$ cat config.mk
export PLATFORM = sky130hd
export DESIGN_NAME = uart_transmitter
export DESIGN_NICKNAME = d
export VERILOG_FILES = /design/src/rtl/uart_pkg.sv /design/src/rtl/uart_tx_fifo.sv /design/src/rtl/uart_transmitter.sv
export SDC_FILE = /design/constraint.sdc
export NUM_CORES = 1
export LEC_CHECK = 0
export ABC_CLOCK_PERIOD_IN_PS = 2000
export CELL_PAD_IN_SITES_DETAIL_PLACEMENT = 1
export CELL_PAD_IN_SITES_GLOBAL_PLACEMENT = 1
export CORE_UTILIZATION = 30
export DETAILED_ROUTE_END_ITERATION = 8
export GPL_TIMING_DRIVEN = 0
export PLACE_DENSITY = 0.71
export SYNTH_ARGS = -nofsm -noshare
export SYNTH_HDL_FRONTEND = slang
export SYNTH_SLANG_ARGS = --single-unit
export TNS_END_PERCENT = 5
$ cat constraint.sdc
create_clock -name clk -period 2 [get_ports clk]
set_input_delay 0.4 -clock clk [delete_from_list [all_inputs] [get_ports clk]]
set_output_delay 0.4 -clock clk [all_outputs]
set_load 0.02 [all_outputs]
$ cat src/rtl/uart_pkg.sv
// Shared definitions for the UART transmitter: FSM states, default bit
// timing and frame levels. Optional FIFO build: define UART_TX_FIFO_EN.
package uart_pkg;

  typedef enum logic [1:0] {
    IDLE  = 2'd0,
    START = 2'd1,
    DATA  = 2'd2,
    STOP  = 2'd3
  } state_t;

  localparam int unsigned DEFAULT_CLKS_PER_BIT = 16;
  localparam int unsigned DATA_BITS            = 8;
  localparam logic        START_LVL            = 1'b0;
  localparam logic        STOP_LVL             = 1'b1;
  localparam int unsigned FIFO_DEPTH           = 4;

endpackage

$ cat src/rtl/uart_tx_fifo.sv
// Small synchronous byte FIFO feeding the transmitter FSM. Only instantiated
// when UART_TX_FIFO_EN is defined. Read data is combinational from the head.
module uart_tx_fifo
  import uart_pkg::*;
#(
  parameter int unsigned DEPTH = FIFO_DEPTH,
  parameter int unsigned WIDTH = DATA_BITS
) (
  input  logic             clk,
  input  logic             en,
  input  logic             push,
  input  logic [WIDTH-1:0] push_data,
  input  logic             pop,
  output logic [WIDTH-1:0] pop_data,
  output logic             full,
  output logic             empty
);

  localparam int unsigned AW = (DEPTH > 1) ? $clog2(DEPTH) : 1;

  logic [WIDTH-1:0] mem [DEPTH];
  logic [AW-1:0]    wr_ptr;
  logic [AW-1:0]    rd_ptr;
  logic [AW:0]      count;
  logic             do_push;
  logic             do_pop;

  // Pointer advance with explicit wrap so non-power-of-two depths also work.
  function automatic logic [AW-1:0] ptr_next(input logic [AW-1:0] p);
    return (p == AW'(DEPTH - 1)) ? '0 : p + AW'(1);
  endfunction

  assign full     = (count == (AW+1)'(DEPTH));
  assign empty    = (count == '0);
  assign do_push  = push && !full;
  assign do_pop   = pop && !empty;
  assign pop_data = mem[rd_ptr];

  // Storage write; contents need no reset since empty gates every read.
  always_ff @(posedge clk) begin
    if (do_push) begin
      mem[wr_ptr] <= push_data;
    end
  end

  // Pointer and occupancy bookkeeping.
  always_ff @(posedge clk) begin
    if (!en) begin
      wr_ptr <= '0;
      rd_ptr <= '0;
      count  <= '0;
    end else begin
      if (do_push) wr_ptr <= ptr_next(wr_ptr);
      if (do_pop)  rd_ptr <= ptr_next(rd_ptr);
      case ({do_push, do_pop})
        2'b10:   count <= count + (AW+1)'(1);
        2'b01:   count <= count - (AW+1)'(1);
        default: count <= count;
      endcase
    end
  end

endmodule

$ cat src/rtl/uart_transmitter.sv
// 8N1 UART transmitter: start bit, 8 data bits LSB first, stop bit, each
// CLKS_PER_BIT clocks. Define UART_TX_FIFO_EN to add a 4-entry request FIFO.
module uart_transmitter
  import uart_pkg::*;
#(
  parameter int unsigned CLKS_PER_BIT = DEFAULT_CLKS_PER_BIT
) (
  input  logic       clk,
  input  logic       en,
  input  logic [7:0] data,
  input  logic       start,
  output logic       out,
  output logic       busy,
  output logic       done,
  output logic       full
);

  localparam int unsigned   CW       = (CLKS_PER_BIT > 1) ? $clog2(CLKS_PER_BIT) : 1;
  localparam logic [CW-1:0] LAST_CLK = CW'(CLKS_PER_BIT - 1);
  localparam logic [2:0]    LAST_BIT = 3'(DATA_BITS - 1);

  state_t        state;
  state_t        state_n;
  logic [CW-1:0] clk_cnt;
  logic [CW-1:0] clk_cnt_n;
  logic [2:0]    bit_cnt;
  logic [2:0]    bit_cnt_n;
  logic [7:0]    shift;
  logic [7:0]    shift_n;
  logic          done_n;
  logic          avail;
  logic [7:0]    byte_in;
  logic          last_clk;

`ifdef UART_TX_FIFO_EN
  logic       fifo_push;
  logic       fifo_pop;
  logic       fifo_full;
  logic       fifo_empty;
  logic [7:0] fifo_data;

  // A push is decided on the current occupancy only, so a same-cycle pop
  // never frees room for a request made while full.
  assign fifo_push = start && !fifo_full;
  assign fifo_pop  = (state == IDLE) && !fifo_empty;

  uart_tx_fifo #(
    .DEPTH(FIFO_DEPTH),
    .WIDTH(DATA_BITS)
  ) u_fifo (
    .clk      (clk),
    .en       (en),
    .push     (fifo_push),
    .push_data(data),
    .pop      (fifo_pop),
    .pop_data (fifo_data),
    .full     (fifo_full),
    .empty    (fifo_empty)
  );

  assign avail   = fifo_pop;
  assign byte_in = fifo_data;
  assign full    = fifo_full;
`else
  assign avail   = start && (state == IDLE);
  assign byte_in = data;
  assign full    = busy;
`endif

  assign last_clk = (clk_cnt == LAST_CLK);

  // State, counters, shift register and the registered done pulse.
  always_ff @(posedge clk) begin
    if (!en) begin
      state   <= IDLE;
      clk_cnt <= '0;
      bit_cnt <= '0;
      shift   <= '0;
      done    <= 1'b0;
    end else begin
      state   <= state_n;
      clk_cnt <= clk_cnt_n;
      bit_cnt <= bit_cnt_n;
      shift   <= shift_n;
      done    <= done_n;
    end
  end

  // Next-state logic and line/busy outputs decoded from the current state.
  always_comb begin
    state_n   = state;
    clk_cnt_n = clk_cnt;
    bit_cnt_n = bit_cnt;
    shift_n   = shift;
    done_n    = 1'b0;
    out       = STOP_LVL;
    busy      = 1'b0;
    case (state)
      IDLE: begin
        if (avail) begin
          shift_n   = byte_in;
          clk_cnt_n = '0;
          bit_cnt_n = '0;
          state_n   = START;
        end
      end
      START: begin
        out  = START_LVL;
        busy = 1'b1;
        if (last_clk) begin
          clk_cnt_n = '0;
          state_n   = DATA;
        end else begin
          clk_cnt_n = clk_cnt + CW'(1);
        end
      end
      DATA: begin
        out  = shift[0];
        busy = 1'b1;
        if (last_clk) begin
          clk_cnt_n = '0;
          shift_n   = {1'b0, shift[7:1]};
          if (bit_cnt == LAST_BIT) begin
            bit_cnt_n = '0;
            state_n   = STOP;
          end else begin
            bit_cnt_n = bit_cnt + 3'd1;
          end
        end else begin
          clk_cnt_n = clk_cnt + CW'(1);
        end
      end
      STOP: begin
        out  = STOP_LVL;
        busy = 1'b1;
        if (last_clk) begin
          clk_cnt_n = '0;
          state_n   = IDLE;
          done_n    = 1'b1;
        end else begin
          clk_cnt_n = clk_cnt + CW'(1);
        end
      end
      default: state_n = IDLE;
    endcase
  end

endmodule

==> results.py <==
metrics = {
    "layout": {
        "design.final.nets": 135,
        "fillerInstances": 356,
        "n_antenna_cell": 0,
        "syn_to_final_growth_pct": 24.97,
        "final_cells": 159,
        "drive_above_1_share_pct": 19.13,
        "stdcell_area_um2": 1190,
    },
    "setup_path": {
        "critical_path.n_buffers_inverters": 3,
        "worstPathMaxFanout": 8,
        "critPathTopFamily": "buffers and inverters",
        "arrival_time_at_the_worst_endpoint_ns": 1.53,
        "crit_path_max_incr_delay_ns": 0.34,
        "slowest_stage": "sky130_fd_sc_hd__dfxtp_2",
        "critical_path.reg2reg.startpoint": "state[1]$_SDFFE_PN0P_",
        "regToRegSetupSlack_ns": 0.44,
        "cp-startpoint": "state[0]$_SDFFE_PN0P_",
        "critical_path.most_common_cell": "sky130_fd_sc_hd__inv_1",
        "cp.required_ns": 1.60,
        "critical_path_class": "register to output port",
        "crit_path_cell_trace": "inv_1 -> ha_2 -> inv_1 -> a21oi_1 -> clkdlybuf4s15_2",
        "crit_path_start_kind": "register",
        "critical_path.endpoint_type": "output port",
    },
    "yosys": {
        "synthesis.yosys.warnings": 0,
        "yosys.area.top_type_share_pct": 37.84,
        "nets_in_the_synthesized_netlist": 115,
        "netlist_top_cells_area": "sky130_fd_sc_hd__dfxtp_1 38%, sky130_fd_sc_hd__ha_1 11%, sky130_fd_sc_hd__o221a_1 8.3%",
        "synthesis.instances": 96,
        "ys_seq_elements": 18,
        "synth_cell_type_count": 34,
        "ffs_w_async_s_r_synth_pct": 0,
        "synth_edf_count": 0,
        "synth.cell_area_um2": 952.2,
        "synthFlopType": "sky130_fd_sc_hd__dfxtp_1",
        "syn_area_per_cell_um2": 9.918,
        "register_area_share_after_synthesis_pct": 37.84,
        "netlist.top_cell.by_area": "sky130_fd_sc_hd__dfxtp_1",
    },
    "clock_tree": {
        "clk-insertion-delay-late_ns": 0.31,
        "clock_sinks": 18,
        "cts_h_tree_depth": 1,
        "clk_path_buf_depth": 2,
        "cts_root_buf": "sky130_fd_sc_hd__clkbuf_4",
        "cts_tree": "done",
        "tritoncts.num_buffers": 3,
        "clk_pin_slew_ns": 0.11,
    },
    "global_route": {
        "first_global_vias": 852,
        "met2_usage_pct": 29.56,
        "wire_length_of_the_first_global_routing_pass_um": 3691,
        "top_usage_layer": "met2",
        "grtUsageMet3_pct": 5.275,
        "grt_util_all_layers_pct": 14.50,
        "maximum_number_of_pins_on_one_net_before_global_route_repair": 11,
        "gr-usage-met1_pct": 13.97,
        "antenna_found_initial": 0,
        "globalRoute.totalOverflow": 0,
    },
    "sta": {
        "timing_worst_slew_pin_value_ns": 0.4420,
        "maxSlewViolCount": 0,
        "period_needed_ns": 1.933,
        "period_share_pct": 96.63,
        "finClkSkew_ns": 0.002892,
        "achievable-frequency_ghz": 0.5174,
        "final-setup-viol-count": 0,
        "timing_hold_violations_final": 0,
        "grt_setup_unrepaired": "true",
        "slew_headroom_pct": 70.53,
    },
    "routing": {
        "final_antenna_net_count": 0,
        "drt-vias-per-instance": 4.943,
        "drt_first_iter_violations": 19,
        "drtPass1Iterations": 3,
        "drt_drc_violations_left": 0,
        "wl_per_cell_um": 13.77,
        "wl_final_um": 2190,
        "dr_total_vias": 786,
    },
    "floorplanning": {
        "fp.dieArea_um2": 3403,
        "rows": 20,
        "die_w_um": 58.34,
        "die_h_um": 58.34,
        "coreArea_um2": 3028,
        "starting_utilization_of_the_core_area_pct": 31.45,
        "top_level_pins": 15,
    },
    "min_path": {
        "tightest_hold_check_type": "register to register",
        "hold_sp": "state[0]$_SDFFE_PN0P_",
    },
    "outcome": {
        "status": "completed",
    },
    "pwr": {
        "vdd_ir_drop_max_v": 0.0004449,
        "power_per_cell_area_nw_per_um2": 1204,
        "power.static_leakage_nw": 0.4725,
    },
    "place": {
        "dp.final_hpwl_um": 1654,
        "placement.cell_area_um2": 1147,
        "routabilityCongestion": 0.7674,
        "portBuffers": 14,
        "place_inst": 154,
    },
    "flow_run": {
        "max_cap_viol_count": 0,
    },
}
## synth_stat cells (all sizes together) (2+ instances only)
master  number
a21oi        5
a31oi        2
and3         2
buf          2
dfxtp       18
ha           8
inv          5
mux2i        3
nand2        7
nand3        4
nand3b       2
nor2         4
o211ai       3
o21a         7
o21ai        4
o221a        7
or3          2
## worst register-to-register path: stages, from the launching register on
cell,delay [ns]
sky130_fd_sc_hd__dfxtp_2,0.37
sky130_fd_sc_hd__inv_1,0.08
sky130_fd_sc_hd__ha_1,0.20
sky130_fd_sc_hd__buf_4,0.17
sky130_fd_sc_hd__nand3b_2,0.24
sky130_fd_sc_hd__o21ai_4,0.15
sky130_fd_sc_hd__o221a_1,0.25
## sequential cells by signal (all words and copies together), names as in the netlist
| name | flops |
|---|---|
| clk_cnt | 4 |
| state | 2 |
| bit_cnt | 3 |
| done | 1 |
| shift | 8 |
## final cells by class
class                   instances  area [um2]  share of cell area (%)
plain buffers                   3       18.77                   1.577
clock buffers                   4       36.28                   3.049
inverters                       5       18.77                   1.577
multi-input cells              70       559.3                   47.00
flip-flops and latches         18       362.8                   30.49
well taps                      44       55.05                   4.627
repair buffers                 15       138.9                   11.67
## logic make-up (layout without fill, tap and decap cells)
group                      count (synthesis)  after routing  synth area share, %
adders and majority gates                  8              8                10.51
AOI/OAI and AO/OA                         31             31                26.54
muxes                                      3              3                3.154
DFF                                       18             18                37.85
and+or+nand+nor                           28             28                18.26
buffers and inverters                      8             27                3.678
## what timing repair did
action,4_1_cts,5_1_grt
resized for setup,11,3
endpoints found under the setup margin,3,3
setup buffers,0,1
hold buffers,0,0
## final timing paths
| check | endpoint | cells past startpoint |
|---|---|---|
| worst max-delay path | out | 5 |
| worst min-delay path | state[0]$_SDFFE_PN0P_ | 2 |
| worst max register to register | shift[5]$_SDFFE_PN0P_ | 6 |
| worst min register to register | state[0]$_SDFFE_PN0P_ | 2 |
## routing by layer
layer | share of wire [%] | wire length, um
met3 | 4.5 | 99
met4 | 0 | 0
met1 | 43 | 934
met2 | 53 | 1157
met5 | 0 | 0
## cells in the final DEF (no fill, tap or decap), drive strengths merged
master         instances
a21oi                  5
a2bb2oi                1
a31oi                  2
and2b                  1
and3                   2
and3b                  1
and4                   1
buf                    4
clkbuf                 6
clkdlybuf4s15          1
clkdlybuf4s50         11
dfxtp                 18
ha                     8
inv                    5
mux2i                  3
nand2                  7
nand2b                 1
nand3                  4
nand3b                 2
nand4                  1
nor2                   4
nor2b                  1
nor3                   1
o211ai                 3
o21a                   7
o21ai                  4
o221a                  7
o221ai                 1
o22ai                  1
or3                    2
## through the flow
stage / setup slack, ns / power (W) / hold WS [ns] / setup TNS (ns) / util (%)
6_report: 0.06733 / 0.001432 / 0.4802 / 0 / 39.30
5_1_grt: -0.04005 / 0.001548 / 0.5046 / -0.04005 / 39.30
4_1_cts: 0.01795 / 0.001455 / 0.4970 / 0 / 39.38
3_5_place_dp: -0.1032 / 0.001215 / 0.5028 / -0.1496 / 37.89
3_3_place_gp: -0.07982 / 0.001192 / 0.4747 / -0.09039 / 37.89
2_1_floorplan: 0.4116 / 0.0009974 / 0.4591 / 0 / -
## power breakdown
group	leakage [nW]	internal [W]	switching, W
combinational	0.304	0.000303	0.000383
clock	0.0210	0.000111	0.000125
sequential	0.148	0.000449	0.0000606
total	0.473	0.000864	0.000568
Power figures use the tool's default switching activity.
